## src/rtl/clint_irq_source.sv

```systemverilog
// Machine-mode interrupt source: MSIP / MTIME / MTIMECMP behind a two-cycle bus slave,
// with registered timer/soft/ext interrupt levels and one-cycle clear pulses on their falling edges.
//
// state | meaning
// IDLE  | no access in flight; busy follows ren|wen, rdata is 0
// RESP  | access accepted; rdata shows the addressed register, a write commits on exit
module clint_irq_source #(
  parameter logic [31:0] BASE_ADDR = 32'h0200_0000,
  parameter int unsigned PRESCALE  = 1
) (
  input  logic        CLK,
  input  logic        nRST,
  input  logic [31:0] addr,
  input  logic [31:0] wdata,
  input  logic        ren,
  input  logic        wen,
  input  logic [3:0]  byte_en,
  output logic [31:0] rdata,
  output logic        busy,
  input  logic        ext_irq,
  output logic        timer_int,
  output logic        soft_int,
  output logic        ext_int,
  output logic        timer_int_clear,
  output logic        soft_int_clear,
  output logic        ext_int_clear
);

  localparam int PW = (PRESCALE > 1) ? $clog2(PRESCALE) : 1;
  localparam logic [PW-1:0] PS_LAST = PW'(PRESCALE - 1);

  typedef enum logic {IDLE, RESP} state_t;

  state_t        state;
  logic          wr_pend;
  logic          msip;
  logic [63:0]   mtime;
  logic [63:0]   mtimecmp;
  logic [PW-1:0] presc;
  logic          tick;
  logic          in_win;
  logic          sel_msip, sel_cmp_lo, sel_cmp_hi, sel_time_lo, sel_time_hi;
  logic          wr_en;
  logic [31:0]   rd_val;
  logic          ext_s1, ext_s2;
  logic          timer_d, soft_d, ext_d;

  function automatic logic [31:0] merge(input logic [31:0] old_v, input logic [31:0] new_v,
                                        input logic [3:0] be);
    logic [31:0] res;
    res = old_v;
    for (int i = 0; i < 4; i++)
      if (be[i]) res[8*i +: 8] = new_v[8*i +: 8];
    return res;
  endfunction

  assign in_win      = (addr[31:16] == BASE_ADDR[31:16]);
  assign sel_msip    = in_win && (addr[15:0] == 16'h0000);
  assign sel_cmp_lo  = in_win && (addr[15:0] == 16'h4000);
  assign sel_cmp_hi  = in_win && (addr[15:0] == 16'h4004);
  assign sel_time_lo = in_win && (addr[15:0] == 16'hBFF8);
  assign sel_time_hi = in_win && (addr[15:0] == 16'hBFFC);

  // The master holds addr/wdata/byte_en until busy drops, so RESP uses them live.
  assign wr_en = (state == RESP) && wr_pend;
  assign busy  = (state == IDLE) && (ren || wen);
  assign tick  = (presc == PS_LAST);

  always_comb begin
    rd_val = 32'h0;
    if (sel_msip)         rd_val = {31'h0, msip};
    else if (sel_cmp_lo)  rd_val = mtimecmp[31:0];
    else if (sel_cmp_hi)  rd_val = mtimecmp[63:32];
    else if (sel_time_lo) rd_val = mtime[31:0];
    else if (sel_time_hi) rd_val = mtime[63:32];
  end

  assign rdata = (state == RESP) ? rd_val : 32'h0;

  always_ff @(posedge CLK or negedge nRST) begin
    if (!nRST) begin
      state   <= IDLE;
      wr_pend <= 1'b0;
    end else begin
      case (state)
        IDLE: if (ren || wen) begin
          state   <= RESP;
          wr_pend <= wen;
        end
        RESP: begin
          state   <= IDLE;
          wr_pend <= 1'b0;
        end
        default: state <= IDLE;
      endcase
    end
  end

  always_ff @(posedge CLK or negedge nRST) begin
    if (!nRST) begin
      msip     <= 1'b0;
      mtimecmp <= 64'hFFFF_FFFF_FFFF_FFFF;
    end else if (wr_en) begin
      if (sel_msip && byte_en[0]) msip <= wdata[0];
      if (sel_cmp_lo) mtimecmp[31:0]  <= merge(mtimecmp[31:0], wdata, byte_en);
      if (sel_cmp_hi) mtimecmp[63:32] <= merge(mtimecmp[63:32], wdata, byte_en);
    end
  end

  // A bus write to MTIME suppresses that cycle's increment; the other half holds.
  always_ff @(posedge CLK or negedge nRST) begin
    if (!nRST) begin
      presc <= '0;
      mtime <= 64'h0;
    end else begin
      presc <= tick ? '0 : presc + 1'b1;
      if (wr_en && sel_time_lo)      mtime[31:0]  <= merge(mtime[31:0], wdata, byte_en);
      else if (wr_en && sel_time_hi) mtime[63:32] <= merge(mtime[63:32], wdata, byte_en);
      else if (tick)                 mtime <= mtime + 64'd1;
    end
  end

  always_ff @(posedge CLK or negedge nRST) begin
    if (!nRST) begin
      ext_s1          <= 1'b0;
      ext_s2          <= 1'b0;
      timer_int       <= 1'b0;
      soft_int        <= 1'b0;
      ext_int         <= 1'b0;
      timer_d         <= 1'b0;
      soft_d          <= 1'b0;
      ext_d           <= 1'b0;
      timer_int_clear <= 1'b0;
      soft_int_clear  <= 1'b0;
      ext_int_clear   <= 1'b0;
    end else begin
      ext_s1          <= ext_irq;
      ext_s2          <= ext_s1;
      timer_int       <= (mtime >= mtimecmp);
      soft_int        <= msip;
      ext_int         <= ext_s2;
      timer_d         <= timer_int;
      soft_d          <= soft_int;
      ext_d           <= ext_int;
      // Pulse lands in the cycle after the level has been low for one cycle.
      timer_int_clear <= timer_d & ~timer_int;
      soft_int_clear  <= soft_d & ~soft_int;
      ext_int_clear   <= ext_d & ~ext_int;
    end
  end

endmodule

```

## config.mk

```make
export PLATFORM = sky130hd
export DESIGN_NAME = clint_irq_source
export DESIGN_NICKNAME = d
export VERILOG_FILES = /design/src/rtl/clint_irq_source.sv
export SDC_FILE = /design/constraint.sdc
export NUM_CORES = 1
export LEC_CHECK = 0
export BUFFER_PORTS_ARGS = -buffer_cell sky130_fd_sc_hd__buf_2
export CAP_MARGIN = 10
export CORE_UTILIZATION = 50
export CTS_CLUSTER_SIZE = 40
export DETAILED_ROUTE_END_ITERATION = 10
export PLACE_DENSITY_LB_ADDON = 0.25
export SYNTH_ARGS = -nofsm -noshare
export SYNTH_HDL_FRONTEND = slang
export SYNTH_SLANG_ARGS = --single-unit
```

## constraint.sdc

```tcl
create_clock -name CLK -period 3.59 [get_ports CLK]
set_clock_uncertainty 0.2 [all_clocks]
set_input_delay 0.359 -clock CLK [delete_from_list [all_inputs] [get_ports CLK]]
set_output_delay 0.359 -clock CLK [all_outputs]
set_load 0.01 [all_outputs]
```

==> results.sh, run 1 <==
export IMPL_synth_flop_cell="dfrtp_1"
export IMPL_irDropWorstVdd_mv=0.370
export IMPL_ys_types=71
export IMPL_wl_um=28900
export IMPL_fin_util_pct=60.1
export IMPL_grt_pass1_vias=8777
export IMPL_rsz0062_at_grt="false"
export IMPL_leakagePower_nw=4.79
export IMPL_p_comb_share_pct=4.6
export IMPL_tightest_slew_ns=0.920
export IMPL_diodes=0
export IMPL_hold_path_class="input pin to flip-flop"
export IMPL_clk_pin_slew_ns=0.06
export IMPL_yosys_warnings=0
export IMPL_hold_worst_slack_ns=0.0101
export IMPL_start_util_pct=51.2
export IMPL_ys_seq_area_share_pct=37.8
export IMPL_setup_violations=0
export IMPL_clockRootBuffer="clkbuf_16"
export IMPL_p_int_mw=2.90
export IMPL_fp_dieH_um=141
export IMPL_synth_area_mm2=0.00961
export IMPL_netSwitchingPower_mw=0.833
export IMPL_fillers=1668
export IMPL_dp_slack_ns=0.369
export IMPL_p_total_mw=3.73
export IMPL_path_class="input pin to primary output"
export IMPL_required_ns=3.03
export IMPL_area_growth_pct=17.4
export IMPL_slew_headroom_pct=38.7
export IMPL_avgSynthCellArea_um2=8.86
export IMPL_switching_share_pct=22.3
export IMPL_io_buffers=111
export IMPL_startpoint_type="input pin"
export IMPL_num_rows=50
export IMPL_yosysTopAreaCell="dfrtp_1"
export IMPL_grt_max_degree=94
export IMPL_cts_buffer_depth=2
export IMPL_wl_per_cell_um=20.0
export IMPL_overflow=0
export IMPL_synth_edf_count=0
export IMPL_layout_drive_gt1_share_pct=26.3
export IMPL_via_per_inst=6.28
export IMPL_htreeDepth=4
export IMPL_finalWorstSetupSlack_ns=0.342
export IMPL_vias=9077
export IMPL_gp_congestion=0.909
export IMPL_max_freq_ghz=0.308
export IMPL_grt_first_pass_wirelength_um=46600
export IMPL_drt_iter0_markers=900
export IMPL_async_reset_ff_share_pct=100
export IMPL_fin_nets=1336
export IMPL_synth_top_area_share_pct=20.3
export IMPL_dpl_hpwl_um=20900
export IMPL_finalMaxSlewViolations=0
export IMPL_ant_nets=0
export IMPL_clk_latency_ns=0.44
export IMPL_power_density_mw_per_mm2=331
export IMPL_holdPathStages=3
export IMPL_cts_sinks=142
export IMPL_hold_violations=0
export IMPL_drc=0
export IMPL_synthCells=1084
export IMPL_cp_arrival_ns=2.69
export IMPL_ios=112
export IMPL_tns_ns=0
export IMPL_fin_crit_sh_pct=90.5
export IMPL_synth_fp_nets=1222
export IMPL_dp_cells=1402
export IMPL_die_w_um=141
export IMPL_ys_top_cells_by_area="dfrtp_1, dfstp_2, ha_1"
export IMPL_seqPwrFrac_pct=43.3
export IMPL_p_clk_share_pct=52.1
export IMPL_cts_resized=0
export IMPL_fin_cells=1445
export IMPL_antenna_found_initial=0
export IMPL_drt_pass1_iter_count=7
export IMPL_reg2regPathDepth=9
export IMPL_placed_area_mm2=0.0105
export IMPL_cts_buffers=17
export IMPL_dieArea_mm2=0.0198
export IMPL_endpoint_kind="primary output"
export IMPL_stdcell_area_mm2=0.0113
export IMPL_cts_tree="yes"
export IMPL_synth_seq_cells=142
export IMPL_drv_cap=0
export IMPL_core_area_mm2=0.0188
export IMPL_grt_usage_pct=30.4
export IMPL_fin_crit_ns=3.25
export IMPL_status="finished clean"
export IMPL_cp_max_fo=16
[synthesized netlist by cell type, drive strengths merged, types with 5 or more instances]
library cell / n
o21a: 6
nor2: 64
dfrtp: 78
nor4: 15
nand2: 119
o21ai: 71
ha: 65
a31o: 6
and4: 11
or4: 7
mux2: 56
dfstp: 64
mux2i: 9
inv: 78
nor3: 16
and2: 11
buf: 23
nor2b: 7
a222oi: 31
a21o: 14
a21oi: 123
and3: 20
nand3: 29
clkbuf: 37
o22ai: 9
a221o: 7
nand2b: 5
nand3b: 7
nand4: 32
a31oi: 10
[area by class of cell]
type | count | area, µm² | area share, %
well taps | 234 | 293 | 2.60
flip-flops and latches | 142 | 3630 | 32.2
inverters | 78 | 293 | 2.60
multi-input cells | 804 | 5450 | 48.3
clock inverters | 10 | 159 | 1.41
repair buffers | 155 | 970 | 8.60
clock buffers | 22 | 484 | 4.29
[metal layers]
layer	track usage, %	vias to the layer above	share of wire, %
met3	4.86	55	7.1
met4	11.1	0	2.3
met5	0	-	0
met2	48.8	395	47
met1	41.7	4381	44
li1	-	4246	-
[power groups by stage]
stage | clock network [mW] | registers [mW] | logic, mW
after floorplan | 0 | 1.64 | 0.0360
after global placement | 0 | 1.64 | 0.160
after detailed placement | 0 | 1.64 | 0.161
after CTS | 1.97 | 1.62 | 0.170
after global routing | 2.04 | 1.62 | 0.186
final | 1.94 | 1.62 | 0.170
[sequential cells by signal, summed over array words and instances (netlist names)]
name             count
mtime               64
mtimecmp            64
ext_d                1
ext_int              1
ext_int_clear        1
ext_s1               1
ext_s2               1
msip                 1
soft_d               1
soft_int             1
soft_int_clear       1
state                1
timer_d              1
timer_int            1
timer_int_clear      1
wr_pend              1
[worst max-delay path: stages]
cell	delay [ns]
buf_2	0.09
nor4b_1	0.40
nand4_1	0.33
or3_1	0.51
nor2_2	0.14
buf_4	0.27
a22oi_1	0.10
a21boi_0	0.29
buf_2	0.19
[kinds of logic after synthesis]
family,share of synthesized area (%)
AND/OR/NAND/NOR,19.0
adder cells (fa/ha/maj),8.46
buffers and inverters,5.73
flip-flops,37.8
AO/OA/AOI/OAI,20.9
XOR/XNOR,0.547
multiplexers,7.50
[layout by cell type (no fill, tap or decap), types with 29 or more instances in the layout]
cell and instances:
a21oi_1 123, nand2_1 119, buf_2 110, inv_1 78, dfrtp_1 78, o21ai_0 66
ha_1 65, dfstp_2 64, nor2_1 61, mux2_2 56, nand4_1 31, a222oi_1 31
nand3_1 29, buf_4 29
[worst paths after layout]
kind | startpoint | endpoint | slack (ns)
max | addr[27] | rdata[0] | 0.34
min | wdata[9] | mtimecmp[41] | 0.01
max reg2reg | mtime[0] | timer_int | 0.44
min reg2reg | ext_s1 | ext_s2 | 0.15
max in group asynchronous | nRST | mtimecmp[39] | 1.93
min in group asynchronous | nRST | mtime[57] | 0.39
[what timing repair did]
item                      in CTS  in global routing
hold endpoints to repair      69                  0
setup buffers                  0                  0
hold buffers                  11                  0
Power figures use the tool's default switching activity.
==> run 2, diff against run 1 <==
==> constraint.sdc (replaced) <==
create_clock -name CLK -period 3.59 [get_ports CLK]
set_clock_uncertainty 0.2 [all_clocks]
set_input_delay 0 -clock CLK [delete_from_list [all_inputs] [get_ports CLK]]
set_output_delay 0 -clock CLK [all_outputs]
set_load 0.01 [all_outputs]
==> results.sh, run 2 (synthesis gave the netlist of run 1 again) <==
export IMPL_seqPwrFrac_pct=42.4
export IMPL_clockRootBuffer="clkbuf_16"
export IMPL_cpMostUsedCell="o21a_1"
export IMPL_irDropWorstVdd_mv=0.300
export IMPL_overflow=0
export IMPL_switching_share_pct=22.0
export IMPL_power_density_mw_per_mm2=329
export IMPL_slowest_delay_ns=0.61
export IMPL_ant_nets=0
export IMPL_top_regs="mtime (64), mtimecmp (64)"
export IMPL_grt_first_pass_wirelength_um=47500
export IMPL_clk_pin_slew_ns=0.06
export IMPL_drc=0
export IMPL_wl_per_cell_um=20.0
export IMPL_p_comb_share_pct=5.3
export IMPL_cts_tree="yes"
export IMPL_htreeDepth=4
export IMPL_max_freq_ghz=0.286
export IMPL_dpl_hpwl_um=21200
export IMPL_critical_path_slowest_cell="or4_4"
export IMPL_core_area_mm2=0.0188
export IMPL_drt_pass1_iter_count=8
export IMPL_via_per_inst=6.26
export IMPL_ios=112
export IMPL_cp_max_fo=7
export IMPL_die_w_um=141
export IMPL_grt_usage_pct=30.9
export IMPL_required_ns=3.75
export IMPL_critical_path_cell_chain="and4_4 -> nand4_4 -> or4_4 -> or3b_1 -> o21a_1 -> o31ai_1 -> o21a_1 -> dlygate4sd3_1"
export IMPL_dieArea_mm2=0.0198
export IMPL_fin_crit_sh_pct=97.3
export IMPL_grt_pass1_vias=8923
export IMPL_drv_cap=0
export IMPL_diodes=0
export IMPL_fin_crit_ns=3.49
export IMPL_rsz0062_at_grt="false"
export IMPL_antenna_found_initial=0
export IMPL_fillers=1623
export IMPL_tns_ns=0
export IMPL_leakagePower_nw=4.93
export IMPL_wl_um=29600
export IMPL_fp_dieH_um=141
export IMPL_cts_buffer_depth=2
export IMPL_vias=9264
export IMPL_startpoint_type="flip-flop"
export IMPL_final_cell_mix="a21oi_1, nand2_1, buf_2"
export IMPL_cts_sinks=142
export IMPL_setup_violations=0
export IMPL_slew_headroom_pct=31.5
export IMPL_final_common_cell="a21oi_1"
export IMPL_hold_violations=0
export IMPL_io_buffers=111
export IMPL_drt_iter0_markers=980
export IMPL_path_class="flip-flop to flip-flop"
export IMPL_layout_drive_gt1_share_pct=25.5
export IMPL_finalMaxSlewViolations=0
export IMPL_cp_arrival_ns=3.66
export IMPL_seq_area_mm2=0.00363
export IMPL_clk_latency_ns=0.43
export IMPL_fin_nets=1370
export IMPL_area_growth_pct=20.6
export IMPL_num_rows=50
export IMPL_grt_max_degree=108
export IMPL_cts_setup_buffers=0
export IMPL_tightest_slew_ns=1.03
export IMPL_status="finished clean"
export IMPL_netSwitchingPower_mw=0.838
export IMPL_p_total_mw=3.81
export IMPL_p_clk_share_pct=52.4
export IMPL_cts_buffers=17
export IMPL_start_util_pct=51.2
export IMPL_p_int_mw=2.97
export IMPL_gp_congestion=0.943
export IMPL_endpoint_kind="flip-flop"
export IMPL_multi_input_area_mm2=0.00545
export IMPL_hold_path_class="input pin to flip-flop"
## run 2: changes by cell type in the layout (fill, tap and decap cells not counted), sizes merged
| cell | previous run | this run |
|---|---|---|
| clkbuf | 22 | 21 |
| clkinv | 4 | 5 |
| bufinv | 4 | 5 |
| clkinvlp | 2 | 1 |
| buf | 144 | 143 |
| dlygate4sd3 | 11 | 46 |
## run 2: timing repair
action / in CTS / in global routing
setup endpoints to repair: 0 / 1
resized for setup: 0 / 1
hold buffers: 46 / 0
endpoints found under the hold margin: 191 / 0
## run 2: power groups by stage
| stage | combinational [mW] | clock (mW) | sequential, mW |
|---|---|---|---|
| after detailed placement | 0.164 | 0 | 1.64 |
| after global placement | 0.162 | 0 | 1.64 |
| after floorplan | 0.0360 | 0 | 1.64 |
| final | 0.200 | 2.00 | 1.62 |
| after global routing | 0.217 | 2.08 | 1.62 |
| after CTS | 0.199 | 2.02 | 1.62 |
## run 2: per-layer routing
layer | global-route usage [%] | vias up | part of all wire (%) | wire (µm)
met4 | 11.1 | 0 | 2.9 | 860
met2 | 50.2 | 413 | 47 | 13900
met3 | 5.54 | 60 | 6.8 | 2010
met5 | 0 | - | 0 | 0
li1 | - | 4321 | - | -
met1 | 41.3 | 4470 | 43 | 12800
## run 2: final cells by class
class                           count  share of cell area (%)
Sequential cell                   142                    31.4
Clock inverter                     11                    1.61
Multi-Input combinational cell    804                    47.0
Timing Repair Buffer              189                    10.9
Clock buffer                       21                    4.06
Inverter                           78                    2.53
Tap cell                          234                    2.53
## run 2: stage by stage
| stage | hold WS, ns | instance area (µm²) | utilization [%] | setup slack (ns) | std cells |
|---|---|---|---|---|---|
| 2_1_floorplan | -0.496 | 9610 | - | 0.887 | 1084 |
| 3_3_place_gp | -0.0929 | 10500 | 55.8 | 0.520 | 1401 |
| 3_5_place_dp | -0.0853 | 10500 | 55.8 | 0.474 | 1401 |
| 4_1_cts | 0.00138 | 11600 | 61.7 | 0.156 | 1479 |
| 5_1_grt | 0.0184 | 11600 | 61.7 | 0.00665 | 1479 |
| 6_report | 0.0145 | 11600 | 61.7 | 0.0957 | 1479 |
## run 2: critical path: cells and delay by family (launching register included)
family          cells  cell delay [ns]
simple gates        4             1.58
compound gates      3             0.58
buf+inv             1             0.54
flops               1             0.52
## run 2: worst paths after layout
path,from,endpoint,slack [ns],depth (start not counted)
worst max register to register,mtime[23],mtime[62],0.1,8
max in group asynchronous,nRST,mtimecmp[38],2.16,3
worst min register to register,ext_s2,ext_int,0.15,0
worst min-delay path,ext_irq,ext_s1,0.01,2
worst max-delay path,mtime[23],mtime[62],0.1,8
min in group asynchronous,nRST,mtime[59],0.11,2
==> run 3, diff against run 2 <==
--- a/config.mk
+++ b/config.mk
@@ -11,6 +11,7 @@
 export CTS_CLUSTER_SIZE = 40
 export DETAILED_ROUTE_END_ITERATION = 10
 export PLACE_DENSITY_LB_ADDON = 0.25
+export SETUP_SLACK_MARGIN = 0.2
 export SYNTH_ARGS = -nofsm -noshare
 export SYNTH_HDL_FRONTEND = slang
 export SYNTH_SLANG_ARGS = --single-unit
==> results.sh, run 3 (synthesis gave the netlist of run 1 again) <==
export IMPL_clockRootBuffer="clkbuf_16"
export IMPL_reg2regPathDepth=9
export IMPL_dieArea_mm2=0.0198
export IMPL_top_regs="mtime (64), mtimecmp (64)"
export IMPL_leakagePower_nw=4.92
export IMPL_fin_crit_ns=3.30
export IMPL_grt_max_degree=108
export IMPL_cts_tree="yes"
export IMPL_num_rows=50
export IMPL_antenna_found_initial=0
export IMPL_final_common_cell="a21oi_1"
export IMPL_grt_first_pass_wirelength_um=47500
export IMPL_vias=9204
export IMPL_finalMaxSlewViolations=0
export IMPL_rsz0062_at_grt="true"
export IMPL_cp_arrival_ns=3.41
export IMPL_cts_sinks=142
export IMPL_power_density_mw_per_mm2=329
export IMPL_irDropWorstVdd_mv=0.299
export IMPL_start_util_pct=51.2
export IMPL_tightest_slew_ns=1.04
export IMPL_dpl_hpwl_um=21200
export IMPL_clk_pin_slew_ns=0.06
export IMPL_cts_setup_buffers=0
export IMPL_crit_start="addr[1]"
export IMPL_max_freq_ghz=0.303
export IMPL_ios=112
export IMPL_status="finished clean"
export IMPL_wl_um=29500
export IMPL_startpoint_type="input pin"
export IMPL_drt_iter0_markers=1080
export IMPL_slowest_delay_ns=0.74
export IMPL_layout_drive_gt1_share_pct=26.2
export IMPL_gp_congestion=0.943
export IMPL_diodes=0
export IMPL_area_growth_pct=20.6
export IMPL_htreeDepth=4
export IMPL_tns_ns=0
export IMPL_hold_path_class="input pin to flip-flop"
export IMPL_via_per_inst=6.23
export IMPL_required_ns=3.70
export IMPL_critical_path_cell_chain="dlygate4sd3_1 -> buf_2 -> or4_1 -> or4_1 -> nor2_2 -> buf_4 -> o41a_1 -> o21ai_1 -> dlygate4sd3_1"
export IMPL_endpoint_kind="flip-flop"
export IMPL_setup_violations=0
export IMPL_slew_headroom_pct=30.8
export IMPL_overflow=0
export IMPL_clk_latency_ns=0.43
export IMPL_critical_path_slowest_cell="or4_1"
export IMPL_drv_cap=0
export IMPL_cts_buffer_depth=2
export IMPL_holdCritStartpoint="ext_irq"
export IMPL_hold_violations=0
export IMPL_core_area_mm2=0.0188
export IMPL_grt_usage_pct=30.9
export IMPL_fin_crit_sh_pct=92.0
export IMPL_ant_nets=0
export IMPL_path_class="input pin to flip-flop"
export IMPL_holdPathStages=2
export IMPL_wl_per_cell_um=20.0
export IMPL_cts_buffers=17
export IMPL_final_cell_mix="a21oi_1, nand2_1, buf_2"
export IMPL_fp_dieH_um=141
export IMPL_hold_worst_slack_ns=0.0155
export IMPL_fin_nets=1369
export IMPL_cp_max_fo=9
export IMPL_io_buffers=111
export IMPL_drt_pass1_iter_count=8
export IMPL_die_w_um=141
export IMPL_worstReg2RegStart="mtime[0]"
export IMPL_grt_pass1_vias=8917
export IMPL_drc=0
run 3: cell count changes in the layout (fill, tap and decap cells not counted), sizes merged:
| cell | before | now |
|---|---|---|
| dlygate4sd3 | 46 | 45 |
run 3: timing repair:
action	4_1_cts	5_1_grt
gates resized for setup	0	10
endpoints found under the hold margin	191	0
setup endpoints to repair	0	2
hold buffers	45	0
run 3: metal layers:
metal  share of wire [%]  routed length, µm  GRT usage (%)  vias up
met4                 2.7                795           11.1        0
met5                   0                  0              0        -
met3                 7.0               2050           5.54       50
li1                    -                  -              -     4316
met1                  43              12800           41.3     4428
met2                  47              13900           50.2      410
run 3: worst paths after layout:
kind	end	slack, ns
worst max-delay path	mtime[60]	0.29
worst min-delay path	ext_s1	0.02
worst max register to register	mtime[60]	0.30
worst min register to register	ext_int	0.15
max in group asynchronous	mtimecmp[38]	2.15
min in group asynchronous	mtime[57]	0.11
run 3: through the flow:
step	instance area, µm²	util, %	total power, mW	setup slack, ns	std cells
final	11600	61.8	3.81	0.287	1478
after global routing	11600	61.8	3.91	0.189	1478
after global placement	10500	55.8	1.80	0.520	1401
after CTS	11600	61.7	3.83	0.214	1478
after detailed placement	10500	55.8	1.81	0.474	1401
after floorplan	9610	-	1.68	0.887	1084
run 3: final cells by class:
| type | instances | area, µm² |
|---|---|---|
| clock buffer | 21 | 470 |
| fill | 1622 | 7180 |
| multi-input combinational | 804 | 5460 |
| inverter | 78 | 293 |
| tap | 234 | 293 |
| timing repair buffer | 188 | 1250 |
| sequential | 142 | 3640 |
| clock inverter | 11 | 186 |
run 3: where the power goes:
part,total (mW),leakage (nW),internal (mW),switching [mW]
sequential,1.62,1.57,1.61,0.00558
combinational,0.201,3.03,0.0792,0.121
clock,2.00,0.323,1.29,0.710
run 3: worst max-delay path: cells and delay by family:
kind / cells / cell delay, ns
AO/OA/AOI/OAI: 2 / 0.20
buffers and inverters: 4 / 1.47
AND/OR/NAND/NOR: 3 / 1.73
